## config.mk

```make
export PLATFORM = sky130hd
export DESIGN_NAME = serial_adder_n_flat
export DESIGN_NICKNAME = d
export VERILOG_FILES = /design/src/rtl/serial_adder_n_if.sv /design/src/rtl/serial_adder_n.sv /design/src/flat_wrapper.sv
export SDC_FILE = /design/constraint.sdc
export NUM_CORES = 1
export LEC_CHECK = 0
export CELL_PAD_IN_SITES_DETAIL_PLACEMENT = 0
export CELL_PAD_IN_SITES_GLOBAL_PLACEMENT = 1
export CORE_ASPECT_RATIO = 1.5
export CORE_MARGIN = 2
export CORE_UTILIZATION = 37
export CTS_CLUSTER_DIAMETER = 30
export DETAILED_ROUTE_END_ITERATION = 10
export GPL_TIMING_DRIVEN = 0
export PLACE_DENSITY = 0.86
export SYNTH_ARGS = -nofsm -noshare
export SYNTH_HDL_FRONTEND = slang
export SYNTH_SLANG_ARGS = --single-unit
```

## constraint.sdc

```tcl
create_clock -name clk -period 1.3 [get_ports clk]
set_input_delay 0.13 -clock clk [delete_from_list [all_inputs] [get_ports clk]]
set_output_delay 0.13 -clock clk [all_outputs]
set_load 0.05 [all_outputs]
```

## src/rtl/serial_adder_n_if.sv

```systemverilog
// Handshake and result bundle for serial_adder_n.
// The sub port exists only when SERIAL_ADDER_SUB_EN is defined.
interface serial_adder_n_if #(
  parameter int WIDTH = 8
);
  logic             start_valid;
  logic             start_ready;
  logic [WIDTH-1:0] a;
  logic [WIDTH-1:0] b;
  logic             cin;
`ifdef SERIAL_ADDER_SUB_EN
  logic             sub;
`endif
  logic [WIDTH-1:0] sum;
  logic             cout;
  logic             done;
  logic             busy;

`ifdef SERIAL_ADDER_SUB_EN
  modport master (output start_valid, a, b, cin, sub,
                  input  start_ready, sum, cout, done, busy);
  modport slave  (input  start_valid, a, b, cin, sub,
                  output start_ready, sum, cout, done, busy);
`else
  modport master (output start_valid, a, b, cin,
                  input  start_ready, sum, cout, done, busy);
  modport slave  (input  start_valid, a, b, cin,
                  output start_ready, sum, cout, done, busy);
`endif
endinterface

```

## src/rtl/serial_adder_n.sv

```systemverilog
// Bit-serial WIDTH-bit adder: one full-adder slice, LSB first, one bit per clock.
// Define SERIAL_ADDER_SUB_EN to add a subtract mode (a - b) selected by bus.sub.
module serial_adder_n #(
  parameter int WIDTH = 8
) (
  input  logic              clk,
  input  logic              rst,
  serial_adder_n_if.slave   bus
);
  localparam int CW = (WIDTH > 2) ? $clog2(WIDTH) : 1;
  localparam logic [CW-1:0] LAST_BIT = CW'(WIDTH - 1);

  localparam logic [1:0] ST_IDLE = 2'd0;
  localparam logic [1:0] ST_RUN  = 2'd1;
  localparam logic [1:0] ST_DONE = 2'd2;

  logic [1:0]       state_q, state_d;
  logic [CW-1:0]    cnt_q, cnt_d;
  logic             carry_q, carry_d;
  logic [WIDTH-1:0] opa_q, opa_d;
  logic [WIDTH-1:0] opb_q, opb_d;
  logic [WIDTH-2:0] acc_q, acc_d;
  logic [WIDTH-1:0] sum_q, sum_d;
  logic             cout_q, cout_d;
  logic             done_q, done_d;
  logic             busy_q, busy_d;
  logic             ready_q, ready_d;

  logic [WIDTH-1:0] b_in_s;
  logic             cin_in_s;
  logic             bit_s;
  logic             maj_s;
  logic [WIDTH-1:0] acc_shift_s;

  function automatic logic fa_sum(input logic x, input logic y, input logic c);
    return x ^ y ^ c;
  endfunction

  function automatic logic fa_carry(input logic x, input logic y, input logic c);
    return (x & y) | (x & c) | (y & c);
  endfunction

  // Operand conditioning at the accept edge (two's-complement subtract when enabled)
  always_comb begin
`ifdef SERIAL_ADDER_SUB_EN
    if (bus.sub) begin
      b_in_s   = ~bus.b;
      cin_in_s = 1'b1;
    end else begin
      b_in_s   = bus.b;
      cin_in_s = bus.cin;
    end
`else
    b_in_s   = bus.b;
    cin_in_s = bus.cin;
`endif
  end

  // Full-adder slice and next-state logic
  always_comb begin
    bit_s       = fa_sum(opa_q[0], opb_q[0], carry_q);
    maj_s       = fa_carry(opa_q[0], opb_q[0], carry_q);
    acc_shift_s = {bit_s, acc_q};
    state_d     = state_q;
    cnt_d       = cnt_q;
    carry_d     = carry_q;
    opa_d       = opa_q;
    opb_d       = opb_q;
    acc_d       = acc_q;
    sum_d       = sum_q;
    cout_d      = cout_q;
    case (state_q)
      ST_IDLE: begin
        if (bus.start_valid) begin
          opa_d   = bus.a;
          opb_d   = b_in_s;
          carry_d = cin_in_s;
          cnt_d   = {CW{1'b0}};
          state_d = ST_RUN;
        end else begin
          state_d = ST_IDLE;
        end
      end
      ST_RUN: begin
        acc_d   = acc_shift_s[WIDTH-1:1];
        opa_d   = {1'b0, opa_q[WIDTH-1:1]};
        opb_d   = {1'b0, opb_q[WIDTH-1:1]};
        carry_d = maj_s;
        cnt_d   = cnt_q + CW'(1);
        // The final bit lands directly in sum alongside the bits already shifted in
        if (cnt_q == LAST_BIT) begin
          sum_d   = acc_shift_s;
          cout_d  = maj_s;
          state_d = ST_DONE;
        end else begin
          state_d = ST_RUN;
        end
      end
      ST_DONE: begin
        state_d = ST_IDLE;
      end
      default: begin
        state_d = ST_IDLE;
      end
    endcase
    done_d  = (state_d == ST_DONE);
    busy_d  = (state_d != ST_IDLE);
    ready_d = (state_d == ST_IDLE);
  end

  // State and output registers
  always_ff @(posedge clk or posedge rst) begin
    if (rst) begin
      state_q <= ST_IDLE;
      cnt_q   <= {CW{1'b0}};
      carry_q <= 1'b0;
      opa_q   <= {WIDTH{1'b0}};
      opb_q   <= {WIDTH{1'b0}};
      acc_q   <= {(WIDTH-1){1'b0}};
      sum_q   <= {WIDTH{1'b0}};
      cout_q  <= 1'b0;
      done_q  <= 1'b0;
      busy_q  <= 1'b0;
      ready_q <= 1'b1;
    end else begin
      state_q <= state_d;
      cnt_q   <= cnt_d;
      carry_q <= carry_d;
      opa_q   <= opa_d;
      opb_q   <= opb_d;
      acc_q   <= acc_d;
      sum_q   <= sum_d;
      cout_q  <= cout_d;
      done_q  <= done_d;
      busy_q  <= busy_d;
      ready_q <= ready_d;
    end
  end

  assign bus.sum         = sum_q;
  assign bus.cout        = cout_q;
  assign bus.done        = done_q;
  assign bus.busy        = busy_q;
  assign bus.start_ready = ready_q;
endmodule

```

## src/flat_wrapper.sv

```systemverilog
// flat-port wrapper written by rule: the top's interface ports become plain ports
module serial_adder_n_flat 
#(
  parameter int WIDTH = 8
)
  (clk, rst, bus_start_valid, bus_a, bus_b, bus_cin, bus_start_ready, bus_sum, bus_cout, bus_done, bus_busy);
  serial_adder_n_if #(.WIDTH(WIDTH)) bus_i ();
  input  logic clk;
  input  logic rst;
  input wire logic [$bits(bus_i.start_valid)-1:0] bus_start_valid;
  input wire logic [$bits(bus_i.a)-1:0] bus_a;
  input wire logic [$bits(bus_i.b)-1:0] bus_b;
  input wire logic [$bits(bus_i.cin)-1:0] bus_cin;
  output wire logic [$bits(bus_i.start_ready)-1:0] bus_start_ready;
  output wire logic [$bits(bus_i.sum)-1:0] bus_sum;
  output wire logic [$bits(bus_i.cout)-1:0] bus_cout;
  output wire logic [$bits(bus_i.done)-1:0] bus_done;
  output wire logic [$bits(bus_i.busy)-1:0] bus_busy;
  assign bus_i.start_valid = bus_start_valid;
  assign bus_i.a = bus_a;
  assign bus_i.b = bus_b;
  assign bus_i.cin = bus_cin;
  assign bus_start_ready = bus_i.start_ready;
  assign bus_sum = bus_i.sum;
  assign bus_cout = bus_i.cout;
  assign bus_done = bus_i.done;
  assign bus_busy = bus_i.busy;
  serial_adder_n #(.WIDTH(WIDTH)) u_core (.clk(clk), .rst(rst), .bus(bus_i));
endmodule
```

# [Yosys cells after proc, flatten, opt, wreduce, memory -nomap -nowiden]
# Cells that the tools add are included.
# W data, S select, Z words.
[word_totals] reg_bits=41
[op_classes] n_addsub=1 n_eq_ne=4 n_mux=11 n_bitwise=7 n_reduce_logical=6
[op_table] operator="$pmux W8 S2" count=2
[op_table] operator="$mux W8" count=2
[op_table] operator="$pmux W3 S2" count=1
[op_table] operator="$logic_not A2 Y1" count=2
[op_table] operator="$pmux W2 S2" count=1
[op_table] operator="$reduce_and A2 Y1" count=2
[op_table] operator="$reduce_bool A2 Y1" count=2
[op_table] operator="$add A3 B1 Y3 const B" count=1
[op_table] operator="$and A1 B1 Y1" count=3
[op_table] operator="$eq A3 B3 Y1 const B" count=1
[op_table] operator="$mux W3" count=1
[op_table] operator="$eq A2 B1 Y1 const B" count=1
[op_table] operator="$eq A2 B2 Y1 const B" count=1
[op_table] operator="$mux W1" count=2
[op_table] operator="$mux W2" count=1
[op_table] operator="$ne A2 B2 Y1 const B" count=1
[op_table] operator="$or A1 B1 Y1" count=2
[op_table] operator="$pmux W1 S2" count=1
[op_table] operator="$xor A1 B1 Y1" count=2

# [Logic depth before layout (Yosys ltp)]
# Gate-level depths: netlist of run 1.
[depth] word_depth=4 mapped_depth=6 mapped_depth_nobuf=5

# [Worst setup path before layout of run 1]
# OpenSTA, ideal clock, no wires.
[synth_timing] path_kind="reg2reg" start="reg u_core.cnt_q[0]" end="reg u_core.sum_q[1] (netlist: u_core.bus.sum[1])" arrival_time_ns=1.220 slack_ns=-0.045 stages_incl_launch_ff=5 path_buffers=0 path_cell_list="dfrtp_1 ha_1 ha_1 nand2_8 mux2_2"
[synth_between] elab_chain_len=2
[synth_rtl] item="start, declared" line="serial_adder_n.sv:18" source="logic [CW-1:0] cnt_q, cnt_d;"
[synth_rtl] item="start signal, assigned" line="serial_adder_n.sv:115" source="cnt_q <= {CW{1'b0}};"
[synth_rtl] item="start signal, assigned" line="serial_adder_n.sv:127" source="cnt_q <= cnt_d;"
[synth_rtl] item="$eq A3 B3 Y1" line="serial_adder_n.sv:91" source="if (cnt_q == LAST_BIT) begin"
[synth_rtl] item="$reduce_and A2 Y1 (no source line)"
[synth_rtl] item="end signal, assigned" line="serial_adder_n.sv:120" source="sum_q <= {WIDTH{1'b0}};"
[synth_rtl] item="end signal, assigned" line="serial_adder_n.sv:132" source="sum_q <= sum_d;"
[synth_rtl] item="end, declared" line="serial_adder_n.sv:23" source="logic [WIDTH-1:0] sum_q, sum_d;"
# No other way between the ends.
# A chain may end at the register's enable or synchronous reset.

# [Worst setup path after layout of run 1]
[layout_timing] start="reg u_core.cnt_q[0]" end="reg u_core.sum_q[5] (netlist: u_core.bus.sum[5])"
# The elaborated chain is that of the path after synthesis.

==> results.cfg, run 1 <==
[status]
outcome = complete, but fails checks
violations = setup timing

[detailed_routing]
drc = 0
wl_per_cell_um = 14.5
dr_wl_met3_um = 169
dr.pass1.iters = 4
drt_iter0_markers = 79
drt_wl_total_um = 3850
wl_met1_um = 1640
num_vias = 1299
postRouteAntennaNets = 0
wl_met2_um = 1990
top_layer = met4
vias_per_cell = 4.88

[synth]
synth_top_family_by_area = compound AO/OA/AOI/OAI gates
syn-cell-area_um2 = 1810
synth.yosys.seq_area_share_pct = 56.8
syn-instance-count = 151
synth-simple-area-share_pct = 12.9
synthMuxAreaShare_pct = 5.61
synthAdderAreaFrac_pct = 2.49
ys_async_sr_fraction_pct = 100
synth_cell_types = 33
synth_compound_area_share_pct = 15.4
ys_warn_count = 0
synth_edf_count = 0
synth_xor_area_share_pct = 0
synth_top_area_share_pct = 55.4
avgSynthCellArea_um2 = 12.0
synth_flop_cell = dfrtp_1
ys_seq_elements = 41
synth_top_cell_by_area = dfrtp_1
netlist_top_cells_count = dfrtp_1, nand2_1, inv_1
synth_area_leaders = dfrtp_1, mux2_2, nand2_1
yosysMostFrequentCell = dfrtp_1
synth_nets = 174

[placed_design]
gp_congestion = 0.776
hpwlAfterDp_um = 2520
dp_slack_ns = -0.321
port_buffers = 31

[cells_and_area]
drive_above_1_share_pct = 27.0
layout.nets = 222
multi_input_area_um2 = 729
areaGrowthSynthToFinish_pct = 32.7
ff_latch_area_um2 = 1030
antenna_cells = 0
fillCellCount = 446

[timing]
worst_pin_slew_ns = 0.840
fmax_mhz = 747
fin_ws_ns = -0.0384
skew_ns = 0.00623
period_share_pct = 103
finalSetupViolCount = 8
slew_viol_final = 0
slew_headroom_pct = 43.9
rsz0062_at_grt = true
period_minus_slack_ns = 1.34
finalHoldViolCount = 0

[worst_setup_path]
worstPathRequired_ns = 1.47
r2r-end = u_core.bus.sum[5]
path_depth = 5
slowest_stage = dfrtp_1
critical_path_class = reg2reg
cpLargestDelayFamily = flip-flops
r2r_setup_slack_ns = -0.04
arrival_ns = 1.51
worstReg2RegStart = u_core.cnt_q[0]
worstSetupEndpointType = flip-flop
slowest_delay_ns = 0.41
cp-start-kind = flip-flop
cp_max_fo = 8
r2r_cells = 5
crit_path_start = u_core.cnt_q[0]
crit_end = u_core.bus.sum[5]
worst-path-buf-inv = 1
path_cells = ha_4 > ha_4 > nand2_8 > inv_8 > mux2_4
cpMostUsedCell = ha_4

[clock_tree]
cts.hold.buffers_added = 0
clkTransAtPathRegs_ns = 0.07
cts-root-buf = clkbuf_8
cts_tree = yes
clkLatencyLatePin_ns = 0.29
numClockSinks = 41
clockBufferDepth = 2
cts_buffers = 5
cts_max_level = 2

[power_and_ir_drop]
peakVddDrop_mv = 1.59
total_power_w = 0.00598
powerDensity_nw_per_um2 = 2490
leakage_nw = 1.12

[global_routing]
antenna_found_initial = 0
track_usage_pct = 15.5
grt_pass1_vias = 1302
grt_first_pass_wirelength_um = 6180
grt_max_degree = 42
grt_overflow = 0

[floorplan]
fp-row-count = 31
coreArea_um2 = 4770
die_w_um = 61.1
die_h_um = 89.6
dieArea_um2 = 5470
io_pins = 32
start_util_pct = 37.9

[run]
drv_cap = 0

[hold_path]
min_path_type = in2async
area by class of cell:
type	instances	area share, %
inverters	13	2.45
well taps	66	3.44
plain buffers	8	3.18
flip-flops and latches	41	42.8
multi-input cells	88	30.4
clock buffers	8	3.34
repair buffers	42	14.3
where the power goes:
group	total, W	switching, W	internal [W]
Clock	0.000779	0.000398	0.000381
Combinational	0.00300	0.00164	0.00136
Sequential	0.00221	0.000341	0.00186
logic make-up (layout without fill, tap and decap cells):
kind of cell             after synthesis  count (layout)
AND/OR/NAND/NOR                       45              45
flip-flops                            41              41
AO/OA/AOI/OAI                         31              31
buffers and inverters                 22              71
multiplexers                           9               9
adder cells (fa/ha/maj)                3               3
state kept, by name, indices dropped and copies added (netlist names):
register / cells
u_core.acc_q: 7
u_core.bus.busy: 1
u_core.bus.cout: 1
u_core.bus.done: 1
u_core.bus.start_ready: 1
u_core.bus.sum: 8
u_core.carry_q: 1
u_core.cnt_q: 3
u_core.opa_q: 8
u_core.opb_q: 8
u_core.state_q: 2
routing by layer:
metal,GRT usage [%],up-vias
met5,0,-
met1,18.9,650
met2,26.1,27
met3,4.44,5
met4,4.74,0
li1,-,617
timing repair:
item,in CTS,in global routing
endpoints found under the setup margin,31,40
resized for setup,34,23
setup buffers,8,3
pin swaps,3,1
through the flow:
stage               hold slack (ns)  TNS, ns  instance area (um2)  std cells  util (%)
floorplan                     0.244        0                 1820        151         -
global placement              0.464   -31.07                 2210        248      46.4
detailed placement            0.467    -5.25                 2210        248      46.4
CTS                           0.359   -0.150                 2400        264      50.2
global route                  0.408   -0.681                 2400        266      50.3
finish                        0.325   -0.115                 2400        266      50.3
how the worst min path moves through the flow:
stage               startpoint                endpoint  slack (ns)  cells after the start
6_report                   rst         u_core.opb_q[5]        0.32                      2
5_1_grt                    rst         u_core.opb_q[5]        0.41                      2
4_1_cts                    rst         u_core.opb_q[4]        0.36                      2
3_5_place_dp   u_core.acc_q[0]         u_core.acc_q[0]        0.47                      2
3_3_place_gp   u_core.acc_q[0]         u_core.acc_q[0]        0.46                      2
2_1_floorplan  bus_start_valid  u_core.bus.start_ready        0.24                      1
cell usage in the layout, fill, tap and decap left out, types with 3 or more instances in the layout:
cell type and instances:
nor3b_1 4, nor3_1 7, a211oi_1 4, clkbuf_1 4
o22a_1 8, clkdlybuf4s50_1 18, o32ai_1 4, dfrtp_1 40
buf_4 12, nand2_1 23, mux2_4 9, clkbuf_8 5
dlygate4sd2_1 3, a2bb2oi_1 6, inv_1 10, clkbuf_2 9
No activity file was read; power rests on OpenSTA's default activity.
==> run 2: changes to the inputs <==
SLEW_MARGIN = 25   (was unset)
==> run 2 against run 1 <==
Net effect: the flow still finishes with violations (setup timing); clock skew hardly changed; combinational power is 2% lower; clock power is 0.5% higher; register-to-register slack hardly changed; critical path depth stayed put; critical path type unchanged; critical endpoint is now u_core.bus.cout; largest cell class unchanged.
==> results.cfg, run 2 (synthesis gave the netlist of run 1 again) <==
[cells_and_area]
layout_common_cells = dfrtp_1, nand2_1, clkdlybuf4s50_1, inv_1
areaGrowthSynthToFinish_pct = 33.2
antenna_cells = 0
final-instance-count-excl-fill = 265
layout.nets = 221
layout_commonest_cell = dfrtp_1
fillCellCount = 442
final_cell_area_um2 = 2410
drive_above_1_share_pct = 28.1
postLayoutCoreUtil_pct = 50.5

[run]
drv_cap = 0

[global_routing]
grt_overflow = 0
track_usage_pct = 15.8
grt_max_degree = 26
grt_first_pass_wirelength_um = 6330
grt_pass1_vias = 1344
antenna_found_initial = 0

[floorplan]
die_h_um = 89.6
coreArea_um2 = 4770
dieArea_um2 = 5470
die_w_um = 61.1
fp-row-count = 31
io_pins = 32
start_util_pct = 37.9

[placed_design]
place_inst = 249
port_buffers = 31
dp_slack_ns = -0.317
place_area_um2 = 2230
hpwlAfterDp_um = 2610
gp_congestion = 0.776

[timing]
fin_ws_ns = -0.0399
fmax_mhz = 746
finalHoldViolCount = 0
slew_viol_final = 0
worst_pin_slew_ns = 0.494
skew_ns = 0.00648
finalSetupViolCount = 9
slew_headroom_pct = 67.2
period_minus_slack_ns = 1.34
rsz0062_at_grt = true
period_share_pct = 103
whs_ns = 0.135

[power_and_ir_drop]
leakage_nw = 1.12
peakVddDrop_mv = 1.49
powerDensity_nw_per_um2 = 2460
pwr-share-seq_pct = 37.1
power.share.clock_pct = 13.2
comb_power_share_pct = 49.7
p_int_w = 0.00357
switching_share_pct = 39.9
power.switching_w = 0.00237

[detailed_routing]
vias_per_cell = 4.90
drt_wl_total_um = 3880
wl_per_cell_um = 14.6
postRouteAntennaNets = 0
num_vias = 1299
drc = 0
drt_iter0_markers = 92
dr.pass1.iters = 4

[status]
outcome = complete, but fails checks
violations = setup timing

[clock_tree]
clkLatencyLatePin_ns = 0.29
cts_buffers = 5
cts_tree = yes
clkTransAtPathRegs_ns = 0.07
clockBufferDepth = 2
cts_max_level = 2
cts-root-buf = clkbuf_8
numClockSinks = 41

[worst_setup_path]
cpLargestDelayFamily = flip-flops
slowest_delay_ns = 0.37
cp-start-kind = flip-flop
worstPathRequired_ns = 1.47
critical_path_class = reg2reg
worstSetupEndpointType = flip-flop
slowest_stage = dfrtp_1
worst-path-buf-inv = 1
cp_max_fo = 8
path_cells = ha_2 > ha_4 > nand2_8 > inv_6 > mux2_2
arrival_ns = 1.51

[hold_path]
min_path_type = in2async
## run 2: what timing repair did
action	in CTS	in global routing
buffers inserted	8	1
hold endpoints to repair	0	0
setup endpoints to repair	31	38
pin swaps	2	3
resized for setup	33	24
hold buffers	0	0
## run 2: power by group through the flow
stage / clock network (W) / logic (W) / registers (W)
finish: 0.000783 / 0.00295 / 0.00220
global route: 0.000843 / 0.00320 / 0.00228
CTS: 0.000805 / 0.00293 / 0.00219
detailed placement: 0 / 0.00273 / 0.00220
global placement: 0 / 0.00267 / 0.00218
floorplan: 0 / 0.00143 / 0.00271
## run 2: final cells by class
type | count | area, um2 | share of cell area (%)
well taps | 66 | 82.6 | 3.43
flip-flops and latches | 41 | 1030 | 42.6
multi-input cells | 88 | 729 | 30.3
clock buffers | 8 | 80.1 | 3.32
inverters | 13 | 53.8 | 2.23
plain buffers | 8 | 81.3 | 3.38
repair buffers | 41 | 354 | 14.7
## run 2: final timing paths
kind	from	endpoint	slack (ns)	cells past startpoint
max	u_core.cnt_q[1]	u_core.bus.cout	-0.04	5
min	rst	u_core.opb_q[4]	0.13	2
max reg2reg	u_core.cnt_q[1]	u_core.bus.cout	-0.04	5
min reg2reg	u_core.acc_q[0]	u_core.acc_q[0]	0.48	2
max in group asynchronous	rst	u_core.acc_q[6]	0.71	3
min in group clk	bus_a[7]	u_core.opa_q[7]	0.40	3
## run 2: layer usage
metal / GRT usage (%) / wire length (um)
met1: 18.8 / 1640
met2: 26.8 / 2030
met3: 3.01 / 141
met4: 7.31 / 70
met5: 0 / 0
## run 2: stage by stage
stage,setup TNS (ns),power [W]
after floorplan,0,0.00414
after global placement,-31.07,0.00485
after detailed placement,-5.15,0.00493
after CTS,-0.140,0.00593
after global routing,-0.668,0.00633
final,-0.271,0.00593
